$ cat config.mk
export PLATFORM = sky130hd
export DESIGN_NAME = bluetooth_rx_flat
export DESIGN_NICKNAME = d
export VERILOG_FILES = /design/src/rtl/bt_uart_pkg.sv /design/src/rtl/bluetooth_rx_if.sv /design/src/rtl/bt_rx_sync.sv /design/src/rtl/bluetooth_rx.sv /design/src/flat_wrapper.sv
export SDC_FILE = /design/constraint.sdc
export NUM_CORES = 1
export LEC_CHECK = 0
export CAP_MARGIN = 10
export CORE_AREA = 8 8 71 55
export CTS_BUF_LIST = sky130_fd_sc_hd__clkbuf_8
export DETAILED_ROUTE_END_ITERATION = 8
export DIE_AREA = 0 0 79 63
export PLACE_DENSITY_LB_ADDON = 0.3
export SETUP_SLACK_MARGIN = 0.1
export SYNTH_ARGS = -nofsm -noshare
export SYNTH_HDL_FRONTEND = slang
export SYNTH_HIERARCHICAL = 1
export SYNTH_SLANG_ARGS = --single-unit
$ cat constraint.sdc
create_clock -name clk -period 1.5 [get_ports clk]
set_input_delay 0.225 -clock clk [delete_from_list [all_inputs] [get_ports clk]]
set_output_delay 0.225 -clock clk [all_outputs]
set_load 0.01 [all_outputs]
$ cat src/rtl/bt_uart_pkg.sv
// Shared types and constants for the Bluetooth UART receive path.
package bt_uart_pkg;

   typedef enum logic [2:0] {
      IDLE,
      START,
      DATA,
      PARITY,
      STOP
   } rx_state_t;

   localparam int OVERSAMPLE = 8;
   localparam int DATA_BITS  = 8;
   localparam int PH_MID     = 4;

endpackage

$ cat src/rtl/bluetooth_rx_if.sv
// Tick/line inputs and deframed byte outputs of the Bluetooth UART receiver.
interface bluetooth_rx_if;

   logic       sample_tick;
   logic       rx;
   logic [7:0] rx_data;
   logic       data_valid;
   logic       parity_err;
   logic       frame_err;

   modport master (
      output sample_tick, rx,
      input  rx_data, data_valid, parity_err, frame_err
   );

   modport slave (
      input  sample_tick, rx,
      output rx_data, data_valid, parity_err, frame_err
   );

endinterface

$ cat src/rtl/bt_rx_sync.sv
// rx line synchronizer (flops reset to the idle-high level) and tick-qualified
// falling-edge detector.
module bt_rx_sync #(
   parameter int SYNC_STAGES = 2
) (
   input  logic clk,
   input  logic rst_in,
   input  logic sample_tick,
   input  logic rx,
   output logic rx_s,
   output logic fall
);

   logic [SYNC_STAGES-1:0] sync_q;
   logic                   rx_prev;

   // Shift the asynchronous line through the synchronizer chain every clk.
   always_ff @(posedge clk) begin
      // NOTE: non-blocking assignments so every flop samples the pre-edge value of its neighbour.
      if (rst_in) sync_q <= '1;
      else        sync_q <= {sync_q[SYNC_STAGES-2:0], rx};
   end

   assign rx_s = sync_q[SYNC_STAGES-1];

   // Remember the synchronized line value at the previous sample tick.
   always_ff @(posedge clk) begin
      if (rst_in)           rx_prev <= 1'b1;
      else if (sample_tick) rx_prev <= rx_s;
   end

   assign fall = sample_tick & rx_prev & ~rx_s;

endmodule

$ cat src/rtl/bluetooth_rx.sv
// 8E1 UART receiver, 8x oversampled. Define BT_RX_MAJORITY_EN to take each bit
// as the 2-of-3 vote of samples at phases 3,4,5 (decision at phase 5); the
// default build takes a single sample at phase 4.
module bluetooth_rx
   import bt_uart_pkg::*;
#(
   parameter int SYNC_STAGES = 2
) (
   input  logic           clk,
   input  logic           rst_in,
   bluetooth_rx_if.slave  bus
);

   localparam int PH_W = $clog2(OVERSAMPLE);

   rx_state_t             state, next_state;
   logic                  rx_s, fall;
   logic [PH_W-1:0]       ph;
   logic [2:0]            bit_cnt;
   logic [DATA_BITS-1:0]  shift;
   logic                  par_bit;
   logic                  bit_val;
   logic                  is_dp;

   bt_rx_sync #(.SYNC_STAGES(SYNC_STAGES)) u_sync (
      .clk         (clk),
      .rst_in      (rst_in),
      .sample_tick (bus.sample_tick),
      .rx          (bus.rx),
      .rx_s        (rx_s),
      .fall        (fall)
   );

`ifdef BT_RX_MAJORITY_EN
   localparam logic [PH_W-1:0] DP_PH = PH_W'(PH_MID + 1);
   logic [1:0] votes;

   // Keep the two most recent tick samples for the 2-of-3 vote.
   always_ff @(posedge clk) begin
      if (rst_in)               votes <= 2'b11;
      else if (bus.sample_tick) votes <= {votes[0], rx_s};
   end

   assign bit_val = (votes[1] & votes[0]) | (votes[1] & rx_s) | (votes[0] & rx_s);
`else
   localparam logic [PH_W-1:0] DP_PH = PH_W'(PH_MID);

   assign bit_val = rx_s;
`endif

   assign is_dp = bus.sample_tick && (ph == DP_PH);

   // FSM state register.
   always_ff @(posedge clk) begin
      if (rst_in) state <= IDLE;
      else        state <= next_state;
   end

   // Next-state logic: one decision per bit, taken at the decision-point tick.
   always_comb begin
      // NOTE: default first so no path through the case leaves next_state unassigned (no latch).
      next_state = state;
      case (state)
         IDLE:    if (fall)  next_state = START;
         START:   if (is_dp) next_state = bit_val ? IDLE : DATA;
         DATA:    if (is_dp && bit_cnt == 3'(DATA_BITS - 1)) next_state = PARITY;
         PARITY:  if (is_dp) next_state = STOP;
         STOP:    if (is_dp) next_state = IDLE;
         default: next_state = IDLE;
      endcase
   end

   // Phase counter, bit counter, shift register and registered frame outputs.
   always_ff @(posedge clk) begin
      if (rst_in) begin
         ph             <= '0;
         bit_cnt        <= '0;
         shift          <= '0;
         par_bit        <= 1'b0;
         bus.rx_data    <= 8'h00;
         bus.data_valid <= 1'b0;
         bus.parity_err <= 1'b0;
         bus.frame_err  <= 1'b0;
      end else begin
         bus.data_valid <= 1'b0;
         if (bus.sample_tick)
            ph <= (state == IDLE && fall) ? '0 : ph + 1'b1;
         if (is_dp) begin
            case (state)
               START:  if (!bit_val) bit_cnt <= '0;
               DATA: begin
                  shift   <= {bit_val, shift[DATA_BITS-1:1]};
                  bit_cnt <= bit_cnt + 1'b1;
               end
               PARITY: par_bit <= bit_val;
               STOP: begin
                  bus.rx_data    <= shift;
                  bus.parity_err <= par_bit ^ (^shift);
                  bus.frame_err  <= ~bit_val;
                  bus.data_valid <= 1'b1;
               end
               default: ;
            endcase
         end
      end
   end

endmodule

$ cat src/flat_wrapper.sv
// flat-port wrapper written by rule: the top's interface ports become plain ports
module bluetooth_rx_flat import bt_uart_pkg::*;
#(
   parameter int SYNC_STAGES = 2
)
  (clk, rst_in, bus_sample_tick, bus_rx, bus_rx_data, bus_data_valid, bus_parity_err, bus_frame_err);
  bluetooth_rx_if bus_i ();
  input  logic clk;
  input  logic rst_in;
  input wire logic [$bits(bus_i.sample_tick)-1:0] bus_sample_tick;
  input wire logic [$bits(bus_i.rx)-1:0] bus_rx;
  output wire logic [$bits(bus_i.rx_data)-1:0] bus_rx_data;
  output wire logic [$bits(bus_i.data_valid)-1:0] bus_data_valid;
  output wire logic [$bits(bus_i.parity_err)-1:0] bus_parity_err;
  output wire logic [$bits(bus_i.frame_err)-1:0] bus_frame_err;
  assign bus_i.sample_tick = bus_sample_tick;
  assign bus_i.rx = bus_rx;
  assign bus_rx_data = bus_i.rx_data;
  assign bus_data_valid = bus_i.data_valid;
  assign bus_parity_err = bus_i.parity_err;
  assign bus_frame_err = bus_i.frame_err;
  bluetooth_rx #(.SYNC_STAGES(SYNC_STAGES)) u_core (.clk(clk), .rst_in(rst_in), .bus(bus_i));
endmodule
==> metrics.txt <==
worst skew pair latency=0.28 ns; Syn Area/Cell=9.30 sq um; IO Pins=15; Clock Sinks=32; cells along the critical path=inv_2 -> ha_4 -> and3_4 -> nand3_4 -> clkbuf_16 -> mux2i_1 -> nor2_1; dpl cell area=1630 sq um; Startpoint Class=flip-flop; Area growth syn-to-layout=38.2%; top cell type's share of synthesized area=0.472; number of global-route vias before repair=1116; Total Routing Usage GR=0.125; worst slew pin tran=0.357 ns; Syn Inst Count=146; Die H=63 um; Die Footprint=4980 sq um; number of synthesized flops with an enable pin=0; Lkg Pwr=0.897 nW; Synth cell types=34; Max Cap Viol=0; Remaining DRCs=0; synthesized area=1360 sq um; DR pass1 iterations=4; most used flip-flop cell after synthesis=dfxtp_1; CTS Root Cell=clkbuf_8; first-pass GRT wire length=4930 um; FF+latch count, synth=32; Placement Rows=17; synth cell count leaders=dfxtp_1 (32), nand2_1 (21), nor2_1 (16); design area=1880 sq um; GRT Residual Overflow=0; critical path class=reg2reg; Storage cell area=646 sq um; Num CTS Buffers=5; fmax=0.719 GHz; port bufs=14; Slew Viols, Final=0; PD cells=868 nW/um^2; Hold Path Class=reg2reg; post-synthesis sequential area ratio=0.472; final setup fails=0; final net count=183; GRT Max-Usage Layer=met2; worst rel slew slack=0.761; CP max stage cell=dfxtp_2; antenna violations before repair=0; Initial Util=0.469; Worst-path clk slew=0.07 ns; most frequent cell after synthesis=dfxtp_1; leading area contributor after synthesis=dfxtp_1; Max Buffers Root-to-Sink=2; Final min period=1.39 ns; ranking of synthesized cells by area=dfxtp_1 (47%), mux2i_1 (7.4%), nand2_1 (5.8%); HPWL after DPL=2120 um; Req. time, crit path=1.67 ns; met1 GRT Util=0.140; Routed Antenna Nets=0; worst path arrival time=1.56 ns; via count=1161; clock skew=0.00529 ns; ANT cells=0; yosys warns=6; die width=79 um; peak per-stage delay on the critical path=0.32 ns; CTS tree=done; Layout Cells excl Fill=214; RSZ-0062 raised after global routing=yes; ys async rst share=0; gp weighted congestion=0.804; CTS hold repair buffers=0; Final Cycle Share=0.927; crit end category=flip-flop; pin count of the biggest net entering global routing=21; CTS H-tree lvls=2; initial DRC count=66; Syn Nets=154; fill cell count=248; routed wire length=3280 um; area used by multi-input combinational logic=754 sq um; final core occ=0.649; DP Cell Count=203; met2 usage=0.206; Fin. Hold Viols=0; status=finished clean; Core Region=2890 sq um; via/cell ratio=5.43; share of layout cells above drive strength 1=0.250; peak supply drop=0.635 mV; Routed WL per cell=15.3 um; Crit Path Max Fanout=5; met3 Use GR=0.0560
[path summary, 6_finish.rpt]
path                           startpoint                      end  slack (ns)  cells after the start
setup / recovery             u_core/ph[1]    u_core/bus.rx_data[6]        0.11                      7
hold reg to reg   u_core/u_sync/sync_q[0]  u_core/u_sync/sync_q[1]        0.41                      1
setup reg to reg             u_core/ph[1]    u_core/bus.rx_data[6]        0.11                      7
hold / removal    u_core/u_sync/sync_q[0]  u_core/u_sync/sync_q[1]        0.41                      1
[cell type report]
class,count,share of cell area
multi-input combinational,103,0.402
sequential,32,0.344
timing repair buffer,30,0.175
clock buffer,6,0.0440
tap,38,0.0253
inverter,3,0.00600
clock inverter,2,0.00400
[kinds of logic after synthesis]
kind of cell	Yosys count	share of synthesized area
DFF	32	0.472
muxes	10	0.0737
buffers and inverters	11	0.0406
AOI/OAI and AO/OA	21	0.0949
xor gates and xnor gates	7	0.0654
adders and majority gates	4	0.0369
and+or+nand+nor	61	0.217
[placed cells by master (no fill, tap or decap), types with 4 or more instances in the layout]
| master | instances |
|---|---|
| dfxtp_1 | 28 |
| nand2_1 | 21 |
| nor2_1 | 15 |
| a21oi_1 | 11 |
| buf_4 | 10 |
| mux2i_1 | 9 |
| dlymetal6s2s_1 | 7 |
| clkbuf_8 | 6 |
| clkdlybuf4s50_1 | 4 |
| dfxtp_2 | 4 |
[critical path: cells and delay by family, from the launching register on]
family | cells | cell delay, ns
AND/OR/NAND/NOR | 3 | 0.38
multiplexers | 1 | 0.17
adder cells (fa/ha/maj) | 1 | 0.16
flip-flops | 1 | 0.32
buffers and inverters | 2 | 0.24
[per-stage QoR]
step	hold WS, ns	setup TNS (ns)	total power, mW	setup slack (ns)
final	0.409	0	1.63	0.110
after floorplan	0.324	0	0.928	0.115
after CTS	0.415	0	1.63	0.0902
after global placement	0.393	-2.76	0.963	-0.154
after global routing	0.439	0	1.69	0.0598
after detailed placement	0.401	-3.33	0.967	-0.182
[power breakdown]
part	total (mW)	switching, mW	internal (mW)
clock network	0.657	0.297	0.360
registers	0.870	0.00816	0.862
logic	0.101	0.0492	0.0517
total	1.63	0.355	1.27
[routing by layer]
layer  share of wire  wire length, um
met1            0.43             1420
met2            0.49             1610
met3           0.069              226
met4          0.0088               29
met5               0                0
[flip-flops by register name, summed over array words and instances, names as in the netlist]
name and cells:
u_core/bus.data_valid 1, u_core/shift 8, u_core/ph 3, u_core/u_sync/rx_prev 1
u_core/bus.frame_err 1, u_core/bus.rx_data 8, u_core/bit_cnt 3, u_core/par_bit 1
u_core/state 3, u_core/u_sync/sync_q 2, u_core/bus.parity_err 1
[repair_timing]
| item | 4_1_cts | 5_1_grt |
|---|---|---|
| setup endpoints to repair | 23 | 23 |
| gates resized for setup | 17 | 21 |
| pin swaps | 3 | 6 |
| buffers inserted | 1 | 0 |
| cloned | 1 | 1 |
Power figures use the tool's default switching activity.
